==> src/rtl/pipe_reg_chain.sv <==
// Parametrised pipeline register chain: DEPTH valid/data stages, valid/ready handshake,
// bubble collapse and synchronous flush. Define PIPE_REG_CHAIN_OCC_EN to add an occupancy count.
module pipe_reg_chain #(
    parameter int              WIDTH     = 32,
    parameter int              DEPTH     = 1,
    parameter logic [WIDTH-1:0] RESET_VAL = {WIDTH{1'b0}}
) (
    input  logic             clock,
    input  logic             reset,
    input  logic             flush,
    input  logic             in_valid,
    output logic             in_ready,
    input  logic [WIDTH-1:0] in_data,
    output logic             out_valid,
    input  logic             out_ready,
    output logic [WIDTH-1:0] out_data
`ifdef PIPE_REG_CHAIN_OCC_EN
    ,
    output logic [$clog2(DEPTH+1)-1:0] occupancy
`endif
);

    logic [DEPTH-1:0] v_q;
    logic [DEPTH-1:0] v_d;
    logic [DEPTH-1:0] rdy_s;
    logic [DEPTH-1:0] up_v_s;
    logic [WIDTH-1:0] d_q    [DEPTH];
    logic [WIDTH-1:0] d_d    [DEPTH];
    logic [WIDTH-1:0] up_d_s [DEPTH];

    // Backward ready chain and the upstream source feeding each stage
    always_comb begin
        rdy_s  = {DEPTH{1'b0}};
        up_v_s = {DEPTH{1'b0}};
        for (int k = 0; k < DEPTH; k++) begin
            up_d_s[k] = {WIDTH{1'b0}};
        end
        // A stage is ready if it is empty or anything downstream can move.
        rdy_s[DEPTH-1] = !v_q[DEPTH-1] | out_ready;
        for (int k = DEPTH - 2; k >= 0; k--) begin
            rdy_s[k] = !v_q[k] | rdy_s[k+1];
        end
        up_v_s[0] = in_valid;
        up_d_s[0] = in_data;
        for (int k = 1; k < DEPTH; k++) begin
            up_v_s[k] = v_q[k-1];
            up_d_s[k] = d_q[k-1];
        end
    end

    // Next-state: a ready stage takes its upstream valid, and data only when that is valid
    always_comb begin
        v_d = v_q;
        for (int k = 0; k < DEPTH; k++) begin
            d_d[k] = d_q[k];
        end
        for (int k = 0; k < DEPTH; k++) begin
            if (rdy_s[k]) begin
                v_d[k] = up_v_s[k];
                if (up_v_s[k]) begin
                    d_d[k] = up_d_s[k];
                end else begin
                    d_d[k] = d_q[k];
                end
            end else begin
                v_d[k] = v_q[k];
                d_d[k] = d_q[k];
            end
        end
    end

    // Stage registers; reset and flush have the same clearing effect
    always_ff @(posedge clock) begin
        if (reset || flush) begin
            v_q <= {DEPTH{1'b0}};
            for (int k = 0; k < DEPTH; k++) begin
                d_q[k] <= RESET_VAL;
            end
        end else begin
            v_q <= v_d;
            for (int k = 0; k < DEPTH; k++) begin
                d_q[k] <= d_d[k];
            end
        end
    end

    assign in_ready  = rdy_s[0];
    assign out_valid = v_q[DEPTH-1];
    assign out_data  = d_q[DEPTH-1];

`ifdef PIPE_REG_CHAIN_OCC_EN
    localparam int OCC_W = $clog2(DEPTH + 1);

    logic [OCC_W-1:0] occ_q;
    logic [OCC_W-1:0] occ_d;

    function automatic logic [OCC_W-1:0] count_valid(input logic [DEPTH-1:0] v);
        logic [OCC_W-1:0] n;
        n = {OCC_W{1'b0}};
        for (int k = 0; k < DEPTH; k++) begin
            n = n + OCC_W'(v[k]);
        end
        return n;
    endfunction

    // Count of valid stages after the coming edge
    always_comb begin
        occ_d = count_valid(v_d);
    end

    // Occupancy register, cleared alongside the stages
    always_ff @(posedge clock) begin
        if (reset || flush) begin
            occ_q <= {OCC_W{1'b0}};
        end else begin
            occ_q <= occ_d;
        end
    end

    assign occupancy = occ_q;
`endif

endmodule

==> config.mk <==
export PLATFORM = sky130hd
export DESIGN_NAME = pipe_reg_chain
export DESIGN_NICKNAME = d
export VERILOG_FILES = /design/src/rtl/pipe_reg_chain.sv
export SDC_FILE = /design/constraint.sdc
export NUM_CORES = 1
export LEC_CHECK = 0
export CORE_ASPECT_RATIO = 1.25
export CORE_MARGIN = 3
export CORE_UTILIZATION = 30
export DETAILED_ROUTE_END_ITERATION = 16
export MAX_ROUTING_LAYER = met4
export PLACE_DENSITY = 0.62
export SYNTH_ARGS = -nofsm -noshare
export SYNTH_HDL_FRONTEND = slang
export SYNTH_SLANG_ARGS = --single-unit
==> constraint.sdc <==
create_clock -name clock -period 3 [get_ports clock]
set_input_delay 0.6 -clock clock [delete_from_list [all_inputs] [get_ports clock]]
set_output_delay 0.6 -clock clock [all_outputs]
set_load 0.005 [all_outputs]
==> key figures <==
Floorplan
  • Io pins: between 70 and 80
  • Initial Util: around 32%
  • Core ar.: approximately 4300 sq um
  • Die W: roughly 67 um
  • Die height: approximately 80 um
  • Row cnt: 26
  • Die area: 5460 sq um

Timing
  • Final Max Slew Viols: 0
  • Clk_skew: approximately 4.5 ps
  • RSZ-0062 raised after global routing: no
  • Setup_tns: 0 ps
  • Hold Vio Cnt, Final: 0
  • Slew margin rel.: roughly two thirds
  • Fin crit share: 75.8%
  • Min Tclk post-route: 2270 ps
  • Fmax: about 440 MHz
  • Final setup viols: 0
  • Worst-margin pin slew: 497 ps

Clock network
  • Clk buf depth: 2
  • # Post-CTS Setup Buffers: 0
  • Worst-path clk slew: around 60 ps
  • Sink Count: 33
  • Num CTS Buffers: 5
  • Post-cts resize count: 0
  • Clk root buf: clkbuf_8
  • CTS tree: built
  • Clk Latency, worst-skew pair: between 200 and 300 ps
  • CTS H-Tree Depth: 2
  • Hold Buf Count CTS: 0

Logic synthesis
  • Syn_nets: 189
  • Post-synth top area cell: dfxtp_1
  • Register area share after synthesis: 47.9%
  • Cell count after synthesis: roughly 150
  • Syn Area/Cell: slightly above 9 sq um
  • #FFs+latches synth: 33
  • Async S/R FF share, synth: 0%
  • Netlist cell types: 15
  • Yosys Warn Count: 0
  • Synth cell count leaders: 33 x dfxtp_1, 32 x nand2_1, 32 x nand4_1
  • Number of synthesized flops with an enable pin: 0
  • Post-synth top flop: dfxtp_1
  • Ranking of synthesized cells by area: dfxtp_1 48%, o21ai_2 15%, nand4_1 15%, nand2_1 8.7%, buf_6 3.3%
  • Top-area cell type share of the netlist area: about 48%
  • Count leader, synth: dfxtp_1
  • Post-Syn Area: 1380 sq um

Final layout
  • Fin nets: between 200 and 300
  • Post-route cell area: 2150 sq um
  • Area Overhead vs Synth: 56.0%
  • Diodes inserted: 0
  • Final cell count without fillers: approximately 270
  • Share of cells above drive strength 1: 16.2%

Critical path
  • Reg2reg end: d_q[0][28]$_SDFFE_PP0P_
  • Worst Path Required: between 2000 and 2500 ps
  • Startpoint Class: primary input
  • Critical path fanouts, max: 2
  • Critical path type: primary input to primary output
  • Critical Path Source: out_ready
  • Worst EP arrival: 1670 ps
  • Worst setup EP type: primary output
  • Reg2reg start: out_valid$_SDFFE_PP0P_
  • Reg-to-reg setup timing slack: approximately 1400 ps
  • Worst R2R Path Depth: 4

Global routing
  • First-pass GRT wire length: approximately 6.0 mm
  • Total grt overflow: 0
  • Initial antenna violation count: 0
  • Tot GR Track Use: approximately 15%
  • Largest net degree at the start of global routing: 35
  • Vias in the first global route: about 1.3k

Worst hold path
  • Worst Hold End: d_q[0][6]$_SDFFE_PP0P_
  • Worst Hold Depth: 2
  • Hold Crit Start: d_q[0][6]$_SDFFE_PP0P_
  • Min-delay worst type: flip-flop to flip-flop

Power and ir drop
  • PD cells: between 400 and 500 nW/um^2
  • Max VDD drop: ~0.26 mV
  • Lkg Pwr: roughly 0.74 nW

Drt
  • DR pass1 iterations: 4
  • Avg WL per Cell: roughly 14 um
  • Total number of vias: 1317
  • DRC viols: 0
  • DRT iter0 DRCs: 103
  • DR vias/cell: slightly below 5
  • Aggregate routed wire length: around 3.9 mm
  • ANT nets after route: 0

Placed design
  • Post-DP HPWL: approximately 2.7 mm
  • GP Congestion: between 0.6 and 0.7
  • PortBufs: 70
  • Placed Area: slightly above 2000 sq um
  • Placed cell count: approximately 260

Outcome
  • Outcome: completed

Run
  • Max-cap violations: 0
==> layout make-up <==
type / instances / area (sq um)
inverter: 1 / 3.75
multi-input combinational: 100 / 608
fill: 412 / 2110
sequential: 33 / 661
timing repair buffer: 74 / 731
tap: 56 / 70.1
clock buffer: 8 / 80.1
==> worst max path at each step <==
| stage | endpoint | slack (ps) | cells past startpoint |
|---|---|---|---|
| 6_report | in_ready | 730 | 3 |
| 2_1_floorplan | in_ready | 1410 | 3 |
| 3_5_place_dp | d_q[0][28]$_SDFFE_PP0P_ | 640 | 5 |
| 5_1_grt | in_ready | 680 | 3 |
| 3_3_place_gp | d_q[0][28]$_SDFFE_PP0P_ | 670 | 5 |
| 4_1_cts | in_ready | 710 | 3 |
==> cell usage in the layout, fill, tap and decap left out, types with 2 or more instances in the layout <==
master and n:
clkdlybuf4s50_1 70, o21ai_2 23, clkbuf_8 5, clkbuf_1 3, nand4_1 32, dfxtp_1 33
o21ai_1 7, o21ai_0 2, nand2_1 32, buf_4 4
==> stage by stage <==
step	hold WS, ps	power, mW	worst slack (ps)	util, %
2_1_floorplan	445	0.530	1410	-
3_3_place_gp	436	0.611	674	48.6
3_5_place_dp	445	0.613	637	48.6
4_1_cts	454	0.928	711	50.5
5_1_grt	475	0.957	681	50.5
6_report	452	0.916	726	50.5
==> cell families after synthesis <==
group | share of synthesized area [%]
and+or+nand+nor | 25.1
DFF | 47.9
AOI/OAI and AO/OA | 18.4
buffers and inverters | 8.61
==> flip-flops by register name, indices dropped and copies added (netlist names) <==
register,cells
d_q,32
out_valid,1
==> where the power goes <==
part	internal [mW]	total, mW	switching (mW)
registers	0.453	0.462	0.00874
clock network	0.165	0.313	0.149
logic	0.0817	0.140	0.0587
==> per-layer routing <==
metal	vias to the layer above	share of wire, %	track usage [%]
li1	675	-	-
met5	-	0	-
met3	5	6.4	3.83
met4	0	1.8	6.71
met1	590	43	17.0
met2	47	48	24.5
==> critical path, stage by stage <==
cell             delay (ps)
clkdlybuf4s50_1         450
nand2b_4                110
clkdlybuf4s50_1         500
(Power assumes the default switching activity.)
